$ cat src/rtl/branch_ctrl.sv
// branch_ctrl -- EX-stage branch sequencing controller.
//
// Accepts one branch/jump at a time from decode, waits for forwarded
// operands, drives the comparator op, resolves taken/not-taken, and issues a
// registered redirect followed by a multi-cycle front-end flush. Keeps
// saturating statistics for conditional branches.
//
// Ports:
//   clk, rst          clock, synchronous active-high reset
//   br_valid/ready    decode handshake (transfer when both high)
//   br_type           00 branch, 01 JAL, 10 JALR, 11 reserved
//   funct3, pc, imm   instruction fields latched on transfer
//   ops_ready         forwarded operands valid this cycle
//   rs1_data          forwarded rs1, JALR base
//   cmp_op/cmp_taken  comparator op out / taken result in
//   stall             holds ID/EX while a branch is in flight
//   redirect_valid/pc one-cycle redirect pulse and target
//   flush             squashes IF/ID for FLUSH_CYCLES cycles
//   misalign          pulse when a taken target has bit 1 set
//   branch_cnt        resolved conditional branches (saturating)
//   taken_cnt         taken conditional branches (saturating)
module branch_ctrl #(
    parameter int unsigned FLUSH_CYCLES = 2,
    parameter int unsigned CNT_W        = 16
) (
    input  logic             clk,
    input  logic             rst,
    input  logic             br_valid,
    output logic             br_ready,
    input  logic [1:0]       br_type,
    input  logic [2:0]       funct3,
    input  logic [31:0]      pc,
    input  logic [31:0]      imm,
    input  logic             ops_ready,
    input  logic [31:0]      rs1_data,
    output logic [2:0]       cmp_op,
    input  logic             cmp_taken,
    output logic             stall,
    output logic             redirect_valid,
    output logic [31:0]      redirect_pc,
    output logic             flush,
    output logic             misalign,
    output logic [CNT_W-1:0] branch_cnt,
    output logic [CNT_W-1:0] taken_cnt
);

    typedef enum logic [1:0] {S_IDLE, S_WAIT, S_REDIRECT} state_t;
    typedef enum logic [1:0] {BT_BRANCH, BT_JAL, BT_JALR, BT_RSVD} br_type_t;

    state_t           state_q, state_d;
    br_type_t         type_q, type_d;
    logic [2:0]       funct3_q, funct3_d;
    logic [31:0]      pc_q, pc_d;
    logic [31:0]      imm_q, imm_d;
    logic [2:0]       flush_cnt_q, flush_cnt_d;
    logic             stall_q, stall_d;
    logic             redirect_valid_q, redirect_valid_d;
    logic [31:0]      redirect_pc_q, redirect_pc_d;
    logic             flush_q, flush_d;
    logic             misalign_q, misalign_d;
    logic [CNT_W-1:0] branch_cnt_q, branch_cnt_d;
    logic [CNT_W-1:0] taken_cnt_q, taken_cnt_d;

    logic             resolve;
    logic             taken;
    logic [31:0]      target;

    // JAL needs no operands; everything else waits for forwarding.
    assign resolve = (state_q == S_WAIT) && ((type_q == BT_JAL) || ops_ready);

    always_comb begin
        taken = 1'b0;
        case (type_q)
            BT_BRANCH: taken = cmp_taken;
            BT_JAL:    taken = 1'b1;
            BT_JALR:   taken = 1'b1;
            default:   taken = 1'b0;
        endcase
    end

    assign target = (type_q == BT_JALR) ? ((rs1_data + imm_q) & ~32'h1)
                                        : (pc_q + imm_q);

    always_comb begin
        state_d          = state_q;
        type_d           = type_q;
        funct3_d         = funct3_q;
        pc_d             = pc_q;
        imm_d            = imm_q;
        flush_cnt_d      = flush_cnt_q;
        redirect_valid_d = 1'b0;
        redirect_pc_d    = redirect_pc_q;
        misalign_d       = 1'b0;
        branch_cnt_d     = branch_cnt_q;
        taken_cnt_d      = taken_cnt_q;

        case (state_q)
            S_IDLE: begin
                if (br_valid) begin
                    type_d   = br_type_t'(br_type);
                    funct3_d = funct3;
                    pc_d     = pc;
                    imm_d    = imm;
                    state_d  = S_WAIT;
                end
            end
            S_WAIT: begin
                if (resolve) begin
                    if (type_q == BT_BRANCH) begin
                        if (branch_cnt_q != '1)
                            branch_cnt_d = branch_cnt_q + CNT_W'(1);
                        if (taken && (taken_cnt_q != '1))
                            taken_cnt_d = taken_cnt_q + CNT_W'(1);
                    end
                    if (!taken) begin
                        state_d = S_IDLE;
                    end else if (target[1]) begin
                        misalign_d = 1'b1;
                        state_d    = S_IDLE;
                    end else begin
                        redirect_pc_d    = target;
                        redirect_valid_d = 1'b1;
                        flush_cnt_d      = 3'(FLUSH_CYCLES - 1);
                        state_d          = S_REDIRECT;
                    end
                end
            end
            S_REDIRECT: begin
                if (flush_cnt_q == 3'd0)
                    state_d = S_IDLE;
                else
                    flush_cnt_d = flush_cnt_q - 3'd1;
            end
            default: state_d = S_IDLE;
        endcase

        // Registered status follows the state being entered.
        stall_d = (state_d != S_IDLE);
        flush_d = (state_d == S_REDIRECT);
    end

    always_ff @(posedge clk) begin
        if (rst) begin
            state_q          <= S_IDLE;
            type_q           <= BT_BRANCH;
            funct3_q         <= '0;
            pc_q             <= '0;
            imm_q            <= '0;
            flush_cnt_q      <= '0;
            stall_q          <= 1'b0;
            redirect_valid_q <= 1'b0;
            redirect_pc_q    <= '0;
            flush_q          <= 1'b0;
            misalign_q       <= 1'b0;
            branch_cnt_q     <= '0;
            taken_cnt_q      <= '0;
        end else begin
            state_q          <= state_d;
            type_q           <= type_d;
            funct3_q         <= funct3_d;
            pc_q             <= pc_d;
            imm_q            <= imm_d;
            flush_cnt_q      <= flush_cnt_d;
            stall_q          <= stall_d;
            redirect_valid_q <= redirect_valid_d;
            redirect_pc_q    <= redirect_pc_d;
            flush_q          <= flush_d;
            misalign_q       <= misalign_d;
            branch_cnt_q     <= branch_cnt_d;
            taken_cnt_q      <= taken_cnt_d;
        end
    end

    assign br_ready       = (state_q == S_IDLE);
    assign cmp_op         = funct3_q;
    assign stall          = stall_q;
    assign redirect_valid = redirect_valid_q;
    assign redirect_pc    = redirect_pc_q;
    assign flush          = flush_q;
    assign misalign       = misalign_q;
    assign branch_cnt     = branch_cnt_q;
    assign taken_cnt      = taken_cnt_q;

endmodule

$ cat config.mk
export PLATFORM = sky130hd
export DESIGN_NAME = branch_ctrl
export DESIGN_NICKNAME = d
export VERILOG_FILES = /design/src/rtl/branch_ctrl.sv
export SDC_FILE = /design/constraint.sdc
export NUM_CORES = 1
export LEC_CHECK = 0
export CAP_MARGIN = 20
export CORE_UTILIZATION = 42
export CTS_BUF_LIST = sky130_fd_sc_hd__clkbuf_16
export CTS_CLUSTER_DIAMETER = 30
export DETAILED_ROUTE_END_ITERATION = 6
export GPL_TIMING_DRIVEN = 0
export PLACE_DENSITY = 0.67
export SLEW_MARGIN = 20
export SYNTH_ARGS = -nofsm -noshare
export SYNTH_HDL_FRONTEND = slang
export SYNTH_SLANG_ARGS = --single-unit
$ cat constraint.sdc
create_clock -name clk -period 3.6 [get_ports clk]
set_input_delay 0.72 -clock clk [delete_from_list [all_inputs] [get_ports clk]]
set_output_delay 0.72 -clock clk [all_outputs]
set_load 0.02 [all_outputs]
# Word level (Yosys, flattened, before mapping)
# Cells that the tools add are included.
# totals
inputBits	106
reg_bits	141
word_cells	63
# op_classes
reduce_logical	15
addsub	5
n_eq_ne	11
bitwise	4
mux	15
# ops
operator	n
adder 32 bit	2
adder 16 x 1 -> 16 bit (second input constant)	2
two-way mux 32 bit	1
!= test 16 bit (second input constant)	2
two-way mux 3 bit	4
AND reduction 4 bit	3
two-way mux 2 bit	5
!= test 2 bit (second input constant)	4
== test 2 bit (second input constant)	3
one-hot mux 2 bit (3 select lines)	1
one-hot mux 3 bit (2 select lines)	1
AND reduction 5 bit	1
== test 2 x 1 -> 1 bit (second input constant)	2
logical NOT 2 bit	2
NOT 1 bit	4
nonzero test 2 bit	2
OR reduction 4 bit	1
logical NOT 3 bit	1
subtractor 3 x 1 -> 3 bit (second input constant)	1
logical AND 1 bit	2
two-way mux 1 bit	2
one-hot mux 1 bit (2 select lines)	1
AND reduction 2 bit	1
OR reduction 2 bit	1
logical OR 1 bit	1

# Logic depth before layout (Yosys ltp)
# depth
ltp_word	7
depth_mapped	11
depth_no_buf	11

# Least setup slack after synthesis
# Ideal clock, no wire load.
# synth_timing
path_kind	input-to-reg
start	input port rs1_data[0]
end	register redirect_pc_q[30] (netlist: redirect_pc[30])
setup_slack_ns	0.312
path_buffers	0
t_arrival_ns	3.168
required_ns	3.480
path_stages	11
setup_time_ns	0.120
cell_sequence	and2_1 > fa_1 > a21o_1 > a221oi_1 > a221o_1 > a21oi_1 > o41ai_2 > o22ai_1 > o21ai_0 > o41ai_1 > a211o_1
# synth_via
elab_chain_len	4
# synth_rtl
element	line	text
start: declaration	35	input logic [31:0] rs1_data,
adder 32 bit *	81	assign target = (type_q == BT_JALR) ? ((rs1_data + imm_q) & ~32'h1)
two-way mux 32 bit *	81	
NOT 1 bit (no line)	--	
AND reduction 4 bit (no line)	--	
end signal: assignment	166	redirect_pc_q <= redirect_pc_d;
end: declaration	58	logic [31:0] redirect_pc_q, redirect_pc_d;
# Mark *: on every way between the ends. The rest lies on a longest branch, timed or not.
# A chain may end at the register's enable or synchronous reset.

# Final worst setup path
# layout_timing
start	input port rs1_data[8]
end	register redirect_pc_q[29] (netlist: redirect_pc[29])
# layout_via
elab_chain_len	2
# layout_rtl
element	line
adder 32 bit	81
two-way mux 32 bit	81
# No other way between the ends.

==> flow_metrics.py <==
metrics = {
    "final_layout": {
        "layout.nets": 1520,
        "layout-drive-gt1-share_pct": 4.72,
        "syn_to_final_growth_pct": 31.8,
        "diodes": 0,
        "stdcell_count": 1626,
    },
    "logic_synthesis": {
        "syn_area_per_cell_um2": 7.72,
        "yosysTopAreaCell": "dfxtp_1",
        "ys_types": 65,
        "synth_edf_count": 0,
        "synthTopCellsByArea": "dfxtp_1, ha_1, nand2_1",
        "ys_warn_count": 0,
        "ys_seq_area_share_pct": 32.0,
        "synthesis.nets": 1321,
        "ys.flop_type": "dfxtp_1",
        "ys_async_sr_fraction_pct": 0,
        "syn_area_mm2": 0.00883,
        "ys_ff_latch": 141,
        "synth_top_area_share_pct": 32.0,
        "synthCells": 1144,
    },
    "place": {
        "dp_hpwl_mm": 20.9,
        "numPortBuffers": 175,
        "place_ws_ns": -0.922,
        "dp_cells": 1589,
        "gp_congestion": 0.913,
    },
    "floorplanning": {
        "coreArea_mm2": 0.0204,
        "die_w_um": 147,
        "std_cell_rows": 52,
        "ios": 178,
        "fp.dieH_um": 147,
        "die_area_mm2": 0.0216,
        "initial_core_util_pct": 43.2,
    },
    "clock_network": {
        "clkTransAtPathRegs_ns": 0.07,
        "cts_buffer_depth": 2,
        "cts_sinks": 141,
        "clockRootBuffer": "clkbuf_16",
        "cts_tree": "built",
        "postCtsHoldBufs": 0,
        "htreeDepth": 4,
        "cts_made_buffers": 17,
        "clk-insertion-delay-late_ns": 0.44,
    },
    "timing": {
        "layout_min_cycle_time_ns": 3.56,
        "worst_slew_pin_slew_ns": 0.791,
        "hold_viol": 0,
        "slew_headroom_pct": 47.3,
        "drv_slew": 0,
        "min_period_over_period_pct": 99.0,
        "setup_viol": 0,
        "fin_tns_setup_ns": 0,
        "fin_skew_ns": 0.0160,
        "clock.fmax_ghz": 0.281,
        "fin_ws_ns": 0.0354,
    },
    "setup_path": {
        "r2r_end": "redirect_pc[30]",
        "end_kind": "flop",
        "startpoint_type": "input port",
        "worstRegToRegCells": 11,
        "required_ns": 3.92,
        "r2r-start": "imm_q[0]",
        "crit_arrival_ns": 3.89,
        "worstPathMaxFanout": 6,
        "ff2ff_setup_slack_ns": 0.17,
        "setup.worst_path.class": "input port to flop",
    },
    "power": {
        "cellPowerDensity_mw_per_mm2": 386,
        "p_leak_nw": 4.73,
        "irDropWorstVdd_v": 0.000274,
    },
    "routing": {
        "viasPerCell": 5.42,
        "drt_iter0_drc": 610,
        "drc": 0,
        "drt_pass1_iterations": 7,
        "wl_per_cell_um": 16.9,
        "ant_nets": 0,
        "finalWirelength_mm": 27.5,
        "routed-via-count": 8811,
    },
    "global_routing": {
        "grt_overflow": 0,
        "grt_antenna_before_repair": 2,
        "grt_max_degree": 19,
        "grt_util_all_layers_pct": 25.4,
        "grt_pass1_vias": 8182,
        "grt_pass1_wl_mm": 43.2,
    },
    "worst_hold_path": {
        "min_to": "pc_q[3]",
        "hold_depth": 2,
        "hold_class": "flop to flop",
        "hold_path.startpoint": "pc_q[3]",
    },
    "outcome": {
        "outcome": "complete, no violations",
    },
    "flow_run": {
        "max-cap-violations": 0,
    },
}
[report_power, final]
group	switching (W)	internal (W)	total (W)	leakage [nW]
combinational	0.000550	0.000430	0.000980	3.28
sequential	0.0000657	0.00163	0.00170	1.15
clock	0.000869	0.000948	0.00182	0.300
total	0.00148	0.00301	0.00450	4.73
[metal layers]
layer	vias up	part of all wire (%)	global-route usage [%]
met5	-	0	0
met1	4056	48	35.3
li1	4444	-	-
met3	32	7.5	6.15
met2	279	43	38.5
met4	0	1.9	8.04
[synthesized netlist by cell type (17+ instances only)]
master	count
nand3_1	24
nor2_1	102
nor3_1	26
xor2_1	37
ha_1	69
nand2_1	213
dfxtp_1	141
o21ai_0	37
a211oi_1	18
a21o_1	37
a21oi_1	141
clkbuf_1	43
xnor2_1	42
inv_1	21
nand4_1	17
[cells by family after synthesis]
logic type | synth area share, %
and+or+nand+nor | 21.6
AOI/OAI and AO/OA | 23.5
DFF | 32.0
buffers and inverters | 3.80
xor gates and xnor gates | 7.84
adders and majority gates | 10.2
muxes | 1.02
other | 0.0425
[cell type report]
class                   instances  area, µm²
inverters                      21       78.8
well taps                     270        338
fillers                      1948       8790
clock inverters                15        194
repair buffers                180       1790
flip-flops and latches        141       2820
plain buffers                  59        258
clock buffers                  17        425
multi-input cells             923       5740
[worst max-delay path: stages]
cell and delay, ns:
clkdlybuf4s50_1 0.43, ha_1 0.41, nand3_1 0.17, a211oi_2 0.38
nor2_1 0.10, a21oi_1 0.38, a21oi_2 0.21, o311ai_1 0.43
nor4_1 0.09, a211o_1 0.28, a211oi_1 0.29
[placed cells by master, fill, tap and decap left out, types with 5 or more instances in the layout]
cell type,Yosys,layout
mux2i_1,9,9
nor2_1,102,102
dfxtp_1,141,141
xor2_1,37,37
a211o_1,5,5
inv_1,21,21
o211ai_1,11,11
and3_1,13,13
a31oi_1,5,5
nand2b_1,7,7
clkbuf_1,43,42
or3_1,6,6
clkdlybuf4s50_1,0,175
a21o_1,37,37
clkinv_8,0,7
clkbuf_16,0,17
ha_1,69,69
nand4_1,17,17
nor4_1,5,5
o21a_1,10,10
a21oi_1,141,139
a211oi_1,18,16
nor3_1,26,26
a221oi_1,6,5
nand3_1,24,24
nand2_1,213,213
buf_1,10,10
a311oi_1,6,6
buf_4,1,6
o21ai_1,6,6
nor2b_1,7,7
and2_1,8,8
o21ai_0,37,36
xnor2_1,42,42
[worst max path at each step]
stage           startpoint  cells after the start              end  slack [ns]
2_1_floorplan  rs1_data[0]                     11  redirect_pc[30]        0.31
3_5_place_dp   rs1_data[0]                     12  redirect_pc[30]       -0.92
4_1_cts        rs1_data[0]                     12  redirect_pc[30]        0.02
5_1_grt        rs1_data[0]                     13  redirect_pc[24]       -0.02
6_report       rs1_data[8]                     11  redirect_pc[29]        0.04
3_3_place_gp   rs1_data[0]                     12  redirect_pc[30]       -0.90
[metrics by stage]
step	instance area (µm²)	util, %	power, W	hold WS (ns)
final	11600	57.0	0.00450	0.461
after global routing	11600	57.0	0.00468	0.484
after CTS	11600	56.7	0.00450	0.465
after detailed placement	10900	53.4	0.00268	0.454
after global placement	10900	53.4	0.00267	0.447
after floorplan	8830	-	0.00232	0.441
[registers in the layout (all words and copies together), names as in the netlist]
name	count
branch_cnt	16
cmp_op	3
flush	1
flush_cnt_q	3
imm_q	32
misalign	1
pc_q	32
redirect_pc	31
redirect_valid	1
stall	1
state_q	2
taken_cnt	16
type_q	2
[timing repair]
item,in CTS,in global routing
gates resized for setup,7,8
setup buffers,0,5
pin swaps,0,6
endpoints found under the setup margin,6,6
No activity file was read; power rests on OpenSTA's default activity.
